==> config.mk <==
export PLATFORM = sky130hd
export DESIGN_NAME = mu0_sequencer
export DESIGN_NICKNAME = d
export VERILOG_FILES = /design/src/rtl/mu0_sequencer.sv
export SDC_FILE = /design/constraint.sdc
export NUM_CORES = 1
export LEC_CHECK = 0
export CAP_MARGIN = 20
export CORE_MARGIN = 8
export CORE_UTILIZATION = 50
export CTS_CLUSTER_DIAMETER = 40
export DETAILED_ROUTE_END_ITERATION = 8
export GPL_ROUTABILITY_DRIVEN = 1
export PLACE_DENSITY = 0.84
export SYNTH_ARGS = -nofsm -noshare
export SYNTH_HDL_FRONTEND = slang
export SYNTH_SLANG_ARGS = --single-unit
==> constraint.sdc <==
create_clock -name CLK -period 3.14 [get_ports CLK]
set_clock_uncertainty 0.05 [all_clocks]
set_input_delay 0.628 -clock CLK [delete_from_list [all_inputs] [get_ports CLK]]
set_output_delay 0.628 -clock CLK [all_outputs]
set_load 0.01 [all_outputs]
==> src/rtl/mu0_sequencer.sv <==
// ---------------------------------------------------------------------------
// mu0_sequencer
//
// Control sequencer for the MU0 CPU. It sits directly upstream of the
// instruction decoder and does four jobs:
//   - holds the instruction register
//   - steps through the FETCH / EXEC1 / EXEC2 timing states
//   - tracks the conditional-skip flag set by SKP and stops the core on STP
//   - supports run/single-step control, with cycle and instruction counters
//     for debug
//
// Ports
//   CLK         system clock, rising edge
//   RESET_N     synchronous, active-low reset
//   RUN         1 = free-run, 0 = stop at the next instruction boundary
//   STEP        in IDLE, start exactly one instruction
//   IR_NEXT     memory data bus, captured into IR during FETCH
//   EXTRA       from decode; sampled in EXEC1, 1 = an EXEC2 cycle is needed
//   EQ, MI      accumulator zero / negative flags, used as SKP conditions
//   FETCH, EXEC1, EXEC2, IDLE, HALTED
//               registered one-hot decodes of the sequencer state
//   IR          instruction register, to decode
//   skipstatus  the current instruction is being skipped
//   CYCLES      count of FETCH/EXEC1/EXEC2 cycles (wraps)
//   INSTRS      count of completed instructions, including STP (wraps)
// ---------------------------------------------------------------------------
module mu0_sequencer #(
  parameter int CNT_W = 16
) (
  input  logic             CLK,
  input  logic             RESET_N,
  input  logic             RUN,
  input  logic             STEP,
  input  logic [15:0]      IR_NEXT,
  input  logic             EXTRA,
  input  logic             EQ,
  input  logic             MI,
  output logic             FETCH,
  output logic             EXEC1,
  output logic             EXEC2,
  output logic [15:0]      IR,
  output logic             skipstatus,
  output logic             HALTED,
  output logic             IDLE,
  output logic [CNT_W-1:0] CYCLES,
  output logic [CNT_W-1:0] INSTRS
);

  typedef enum logic [2:0] {
    S_IDLE,
    S_FETCH,
    S_EXEC1,
    S_EXEC2,
    S_HALT
  } state_t;

  localparam logic [3:0] OP_STP = 4'b0111;
  localparam logic [3:0] OP_SKP = 4'b1001;

  state_t state;
  state_t state_next;

  // A SKP whose condition held in EXEC1 but which went on to EXEC2. The flag
  // must not rise until SKP's own boundary, so the result is parked here.
  logic skip_arm;

  logic skp_cond;
  logic skp_fires;
  logic stp_halts;
  logic boundary;
  logic instr_done;

  // NOTE: every signal assigned in always_comb gets a default first, so that
  // no path leaves it unassigned and infers a latch.
  always_comb begin
    skp_cond   = 1'b0;
    state_next = state;

    unique case (IR[1:0])
      2'b00: skp_cond = 1'b1;
      2'b01: skp_cond = EQ;
      2'b10: skp_cond = MI;
      2'b11: skp_cond = !EQ;
    endcase

    // A skipped SKP cannot set the flag, and a skipped STP does not halt.
    skp_fires = (IR[15:12] == OP_SKP) && skp_cond && !skipstatus;
    stp_halts = (IR[15:12] == OP_STP) && !skipstatus;

    boundary   = ((state == S_EXEC1) && !stp_halts && !EXTRA) ||
                 (state == S_EXEC2);
    // STP counts as a completed instruction when it enters HALT.
    instr_done = boundary || ((state == S_EXEC1) && stp_halts);

    unique case (state)
      S_IDLE:  if (RUN || STEP) state_next = S_FETCH;
      S_FETCH: state_next = S_EXEC1;
      S_EXEC1: begin
        if (stp_halts)  state_next = S_HALT;
        else if (EXTRA) state_next = S_EXEC2;
      end
      S_EXEC2: state_next = S_EXEC2;
      S_HALT:  state_next = S_HALT;
      default: state_next = S_IDLE;
    endcase

    if (boundary) state_next = RUN ? S_FETCH : S_IDLE;
  end

  // NOTE: sequential state uses non-blocking assignments only, so every flop
  // samples the values from before this edge regardless of statement order.
  always_ff @(posedge CLK) begin
    if (!RESET_N) begin
      state      <= S_IDLE;
      IDLE       <= 1'b1;
      FETCH      <= 1'b0;
      EXEC1      <= 1'b0;
      EXEC2      <= 1'b0;
      HALTED     <= 1'b0;
      IR         <= 16'h0000;
      skipstatus <= 1'b0;
      skip_arm   <= 1'b0;
      CYCLES     <= '0;
      INSTRS     <= '0;
    end else begin
      state  <= state_next;
      // Decode from the next state so each output flop matches the state
      // register in the same cycle.
      IDLE   <= (state_next == S_IDLE);
      FETCH  <= (state_next == S_FETCH);
      EXEC1  <= (state_next == S_EXEC1);
      EXEC2  <= (state_next == S_EXEC2);
      HALTED <= (state_next == S_HALT);

      if (state == S_FETCH) IR <= IR_NEXT;

      if (state == S_FETCH || state == S_EXEC1 || state == S_EXEC2)
        CYCLES <= CYCLES + CNT_W'(1);

      if (instr_done) INSTRS <= INSTRS + CNT_W'(1);

      if (state == S_EXEC1) skip_arm <= skp_fires;

      // At a boundary a set flag has served its one instruction and drops.
      // A clear flag rises only when this instruction was a firing SKP.
      if (boundary)
        skipstatus <= !skipstatus &&
                      ((state == S_EXEC1) ? skp_fires : skip_arm);
    end
  end

endmodule
After elaboration in Yosys (flattened, before gate mapping)

Cells that the tools add are included.

Word-level logic and storage cells: 53
Input port bits: 23
Register bits: 58

Add/sub/neg operators: 2
Muxes and demuxes: 8
Eq/ne operators: 13
Reductions and logical operators: 19

Operators with widths:

| cell                                                                  | number |
|---|---|
| 16-bit by 1-bit adder with 16-bit output, second input constant       | 2 |
| 3-bit one-hot mux with 5 select lines                                 | 1 |
| 3-bit by 2-bit equality test with 1-bit output, second input constant | 4 |
| 3-bit two-way mux                                                     | 4 |
| 1-bit logical AND                                                     | 7 |
| 3-bit by 1-bit equality test with 1-bit output, second input constant | 2 |
| 3-bit equality test, second input constant                            | 2 |
| 3-bit zero test                                                       | 2 |
| 1-bit logical OR                                                      | 5 |
| 2-bit equality test, second input constant                            | 2 |
| 4-bit by 3-bit equality test with 1-bit output, second input constant | 1 |
| 4-bit equality test, second input constant                            | 1 |
| 1-bit zero test                                                       | 4 |
| 1-bit one-hot mux with 4 select lines                                 | 1 |
| 2-bit by 1-bit equality test with 1-bit output, second input constant | 1 |
| 2-bit zero test                                                       | 1 |
| 1-bit two-way mux                                                     | 2 |

Depth between registers and ports, before layout

Depth after elaboration: 8
Depth in mapped cells: 7
Mapped depth without buffers: 5

Least setup slack after synthesis

Ideal clock, no wire load.

Path kind: register -> register
Start: reg skipstatus
End: reg INSTRS[10]
Arrival time: 1.572 ns
Setup slack: 1.448 ns
Buffers on the path: 1
Setup time: 0.070 ns
Cell stages (with the launch flop): 6
Period minus slack after synthesis: 1.692 ns
Cells stage by stage: dfxtp_1 -> nand4b_2 -> o211a_1 -> buf_6 -> or4_1 -> a21oi_1

Word-level cells in the longest chain between the ends: 7

RTL lines:

| element                        | RTL line | source |
|---|---|---|
| start: declaration             | 42       | `output logic skipstatus,` |
| start signal: assignment       | 147      | `skipstatus <= !skipstatus &&` |
| 1-bit zero test *              | 88       | `stp_halts = (IR[15:12] == OP_STP) && !skipstatus;` |
| 1-bit logical AND *            | 88       |  |
| 1-bit zero test                | 90       | `boundary = ((state == S_EXEC1) && !stp_halts && !EXTRA) \|\|` |
| 1-bit logical AND (2 in a row) | 90       |  |
| 1-bit logical OR               | 90       |  |
| 1-bit logical OR *             | 93       | `instr_done = boundary \|\| ((state == S_EXEC1) && stp_halts);` |
| end signal: assignment         | 140      | `if (instr_done) INSTRS <= INSTRS + CNT_W'(1);` |
| end: declaration               | 46       | `output logic [CNT_W-1:0] INSTRS` |

Mark *: on every way between the ends. The rest lies on a longest branch, timed or not.
A chain may end at the register's enable or synchronous reset.

Worst setup path after layout

Start: in EXTRA
End: reg INSTRS[4]

Word-level cells in the longest chain between the ends: 4

RTL lines:

| element            | RTL line | source |
|---|---|---|
| start: declaration | 35       | `input logic EXTRA,` |
| 1-bit zero test    | 90       |  |
| 1-bit logical AND  | 90       |  |
| 1-bit logical OR   | 90       |  |
| 1-bit logical OR   | 93       |  |

No other way between the ends.

==> out/metrics.cfg <==
[sta]
max_freq_mhz=458.5
fin_crit_ps=2181
hold_slack_ps=404.1
maxSlewViolCount=0
finalSetupViolations=0
rsz0062_at_grt=no
hold_violations=0
finalSetupTns_ps=0
fin_crit_sh_pct=69.45
slew_headroom_pct=48.40
worst_pin_slew_ps=774.0

[clock_network]
clkLatencyLatePin_ps=340
cts.sinks=58
cts.reportedPaths.clkPinSlew_ps=70
holdBufCountCts=0
cts_buffer_depth=2
cts_resized=0
htree_levels=3
numCtsBuffers=9
cts_tree=done
post-cts-setup-buffers=0
clockRootBuffer=clkbuf_8

[detailed_routing]
ant_nets=0
met3_length_um=522
top_layer=met4
wl_met1_um=2870
viasPerCell=5.466
first_iter_violations=141
via_count=2465
wl_per_cell_um=14.75
route.met2.wl_um=3192
wirelength_um=6652
dr.pass1.iters=4
drc_errors=0

[global_routing]
globalRouteOverflowTotal=0
grt_pass1_vias=2323
grt_max_degree=36
grt_first_pass_wirelength_um=10910
antenna_found_initial=0
grt_use_total_pct=17.66

[logic_synthesis]
synthAdderAreaFrac_pct=0.9676
synth-simple-area-share_pct=27.33
syn_area_per_cell_sq_um=8.507
syn_area_sq_um=2586
synth-edff-count=0
synth-xor-area-share_pct=2.709
synth_warnings=0
synth_top_family_by_area=simple AND/OR/NAND/NOR gates
synth-seq-cells=58
synthMuxAreaShare_pct=0
yosysSeqAreaShare_pct=44.90
synth_cell_type_count=43
synth_compound_area_share_pct=19.64
ys.flop_type=dfxtp_1
async_reset_ff_share_pct=0
synth_nets=329
netlist_instances=304

[worst_setup_path]
setup.worst_path.class=in -> reg
worstPathMaxFanout=32
startpoint_type=input pin
required_ps=3350
cp_data_arrival_time_ps=2390
end_kind=register

[layout]
fin_nets=401
drive_gt1_share_pct=6.562
layout_common_cells=76 x clkdlybuf4s50_1, 58 x dfxtp_1, 44 x nand2_1
layout_commonest_cell=clkdlybuf4s50_1
fillers=407
areaGrowthSynthToFinish_pct=37.06
antennaDiodeCount=0
final_area_sq_um=3545
stdcell_count=451
utilization_pct=70.30

[min_path]
hp-class=reg -> reg

[floorplanning]
start_util_pct=51.29
core_area_sq_um=5042
io_pins=77
design.die.area_sq_um=7730
die_h_um=87.92
die_x_um=87.92
num_rows=26

[run_status]
outcome=complete, no violations

[placement]
io_buffer_count=76
placed_area_sq_um=3364
gp_congestion=0.8544
place_inst=435
hpwl_um=4752

[power]
vdd_drop_max_mv=0.2888
p_per_area_nw_per_um2=462.4
p_leak_uw=0.001203

[job]
max_cap_viol_count=0

==> cells in the mapped netlist, types with 2 or more instances <==
| library cell | count | share of area, % |
|---|---|---|
| dfxtp_1 | 58 | 45 |
| nand2_1 | 44 | 6.4 |
| a21oi_1 | 41 | 7.9 |
| nor2_1 | 15 | 2.2 |
| o31ai_1 | 14 | 4.1 |
| or4_1 | 14 | 4.1 |
| clkbuf_1 | 12 | 1.7 |
| o21ai_0 | 11 | 2.1 |
| nand3_1 | 9 | 1.7 |
| nand4_1 | 9 | 2.2 |
| or3_1 | 7 | 1.7 |
| inv_1 | 6 | 0.87 |
| xor2_1 | 6 | 2.0 |
| and4_1 | 5 | 1.7 |
| and2_1 | 4 | 0.97 |
| nor2b_1 | 4 | 0.97 |
| nand2b_1 | 3 | 0.73 |
| a31oi_1 | 2 | 0.48 |
| and3_1 | 2 | 0.48 |
| and4b_1 | 2 | 0.77 |
| buf_2 | 2 | 0.39 |
| buf_4 | 2 | 0.58 |
| buf_6 | 2 | 0.87 |
| ha_1 | 2 | 0.97 |
| nand3_2 | 2 | 0.77 |
| nor3_1 | 2 | 0.39 |
| nor3b_1 | 2 | 0.58 |
| o211a_1 | 2 | 0.77 |
| o21a_1 | 2 | 0.58 |
| o311ai_0 | 2 | 0.68 |
| o31a_1 | 2 | 0.68 |
| o41ai_1 | 2 | 0.68 |
| xnor2_1 | 2 | 0.68 |
==> stage by stage <==
stage,setup WS (ps),power [uW]
floorplan,1448,931.6
global placement,719.5,1034
detailed placement,641.7,1039
CTS,991.3,1652
global route,784.1,1711
finish,959.2,1639
==> power by group <==
part	switching, uW	internal [uW]
combinational	115	110
clock	310	307
sequential	30.4	767
total	455	1180
==> per-layer routing <==
| metal | vias up | global-route usage [%] |
|---|---|---|
| li1 | 1254 | - |
| met3 | 9 | 7.036 |
| met2 | 67 | 29.62 |
| met5 | - | 0 |
| met1 | 1135 | 20.23 |
| met4 | 0 | 4.688 |
==> cell type report <==
cell class	instances	area, sq um	area share (%)
Clock buffer	10	137.6	3.883
Clock inverter	6	42.54	1.200
Inverter	6	22.52	0.6354
Multi-Input combinational cell	222	1310	36.96
Sequential cell	58	1161	32.76
Tap cell	70	87.58	2.471
Timing Repair Buffer	79	783.3	22.10
==> registers in the layout, summed over array words and instances (netlist names) <==
name        cells
CYCLES         16
FETCH           1
EXEC1           1
state           3
IR             16
INSTRS         16
skip_arm        1
skipstatus      1
EXEC2           1
IDLE            1
HALTED          1
==> critical path: stages <==
cell	delay, ps
clkdlybuf4s50_1	500
o211a_1	470
or4_1	630
a21oi_1	160
==> final timing paths <==
check                           startpoint         end  slack, ps  depth (start not counted)
worst max-delay path                 EXTRA   INSTRS[4]        960                          4
worst min-delay path                 IR[2]       IR[2]        400                          2
worst max register to register    state[1]  INSTRS[15]       1060                          4
worst min register to register       IR[2]       IR[2]        400                          2
==> kinds of logic (layout without fill, tap and decap cells) <==
kind of cell	count (synthesis)	after routing
buffers and inverters	24	101
adder cells (fa/ha/maj)	2	2
AO/OA/AOI/OAI	83	83
AND/OR/NAND/NOR	129	129
flip-flops	58	58
XOR/XNOR	8	8
(Power assumes the default switching activity.)
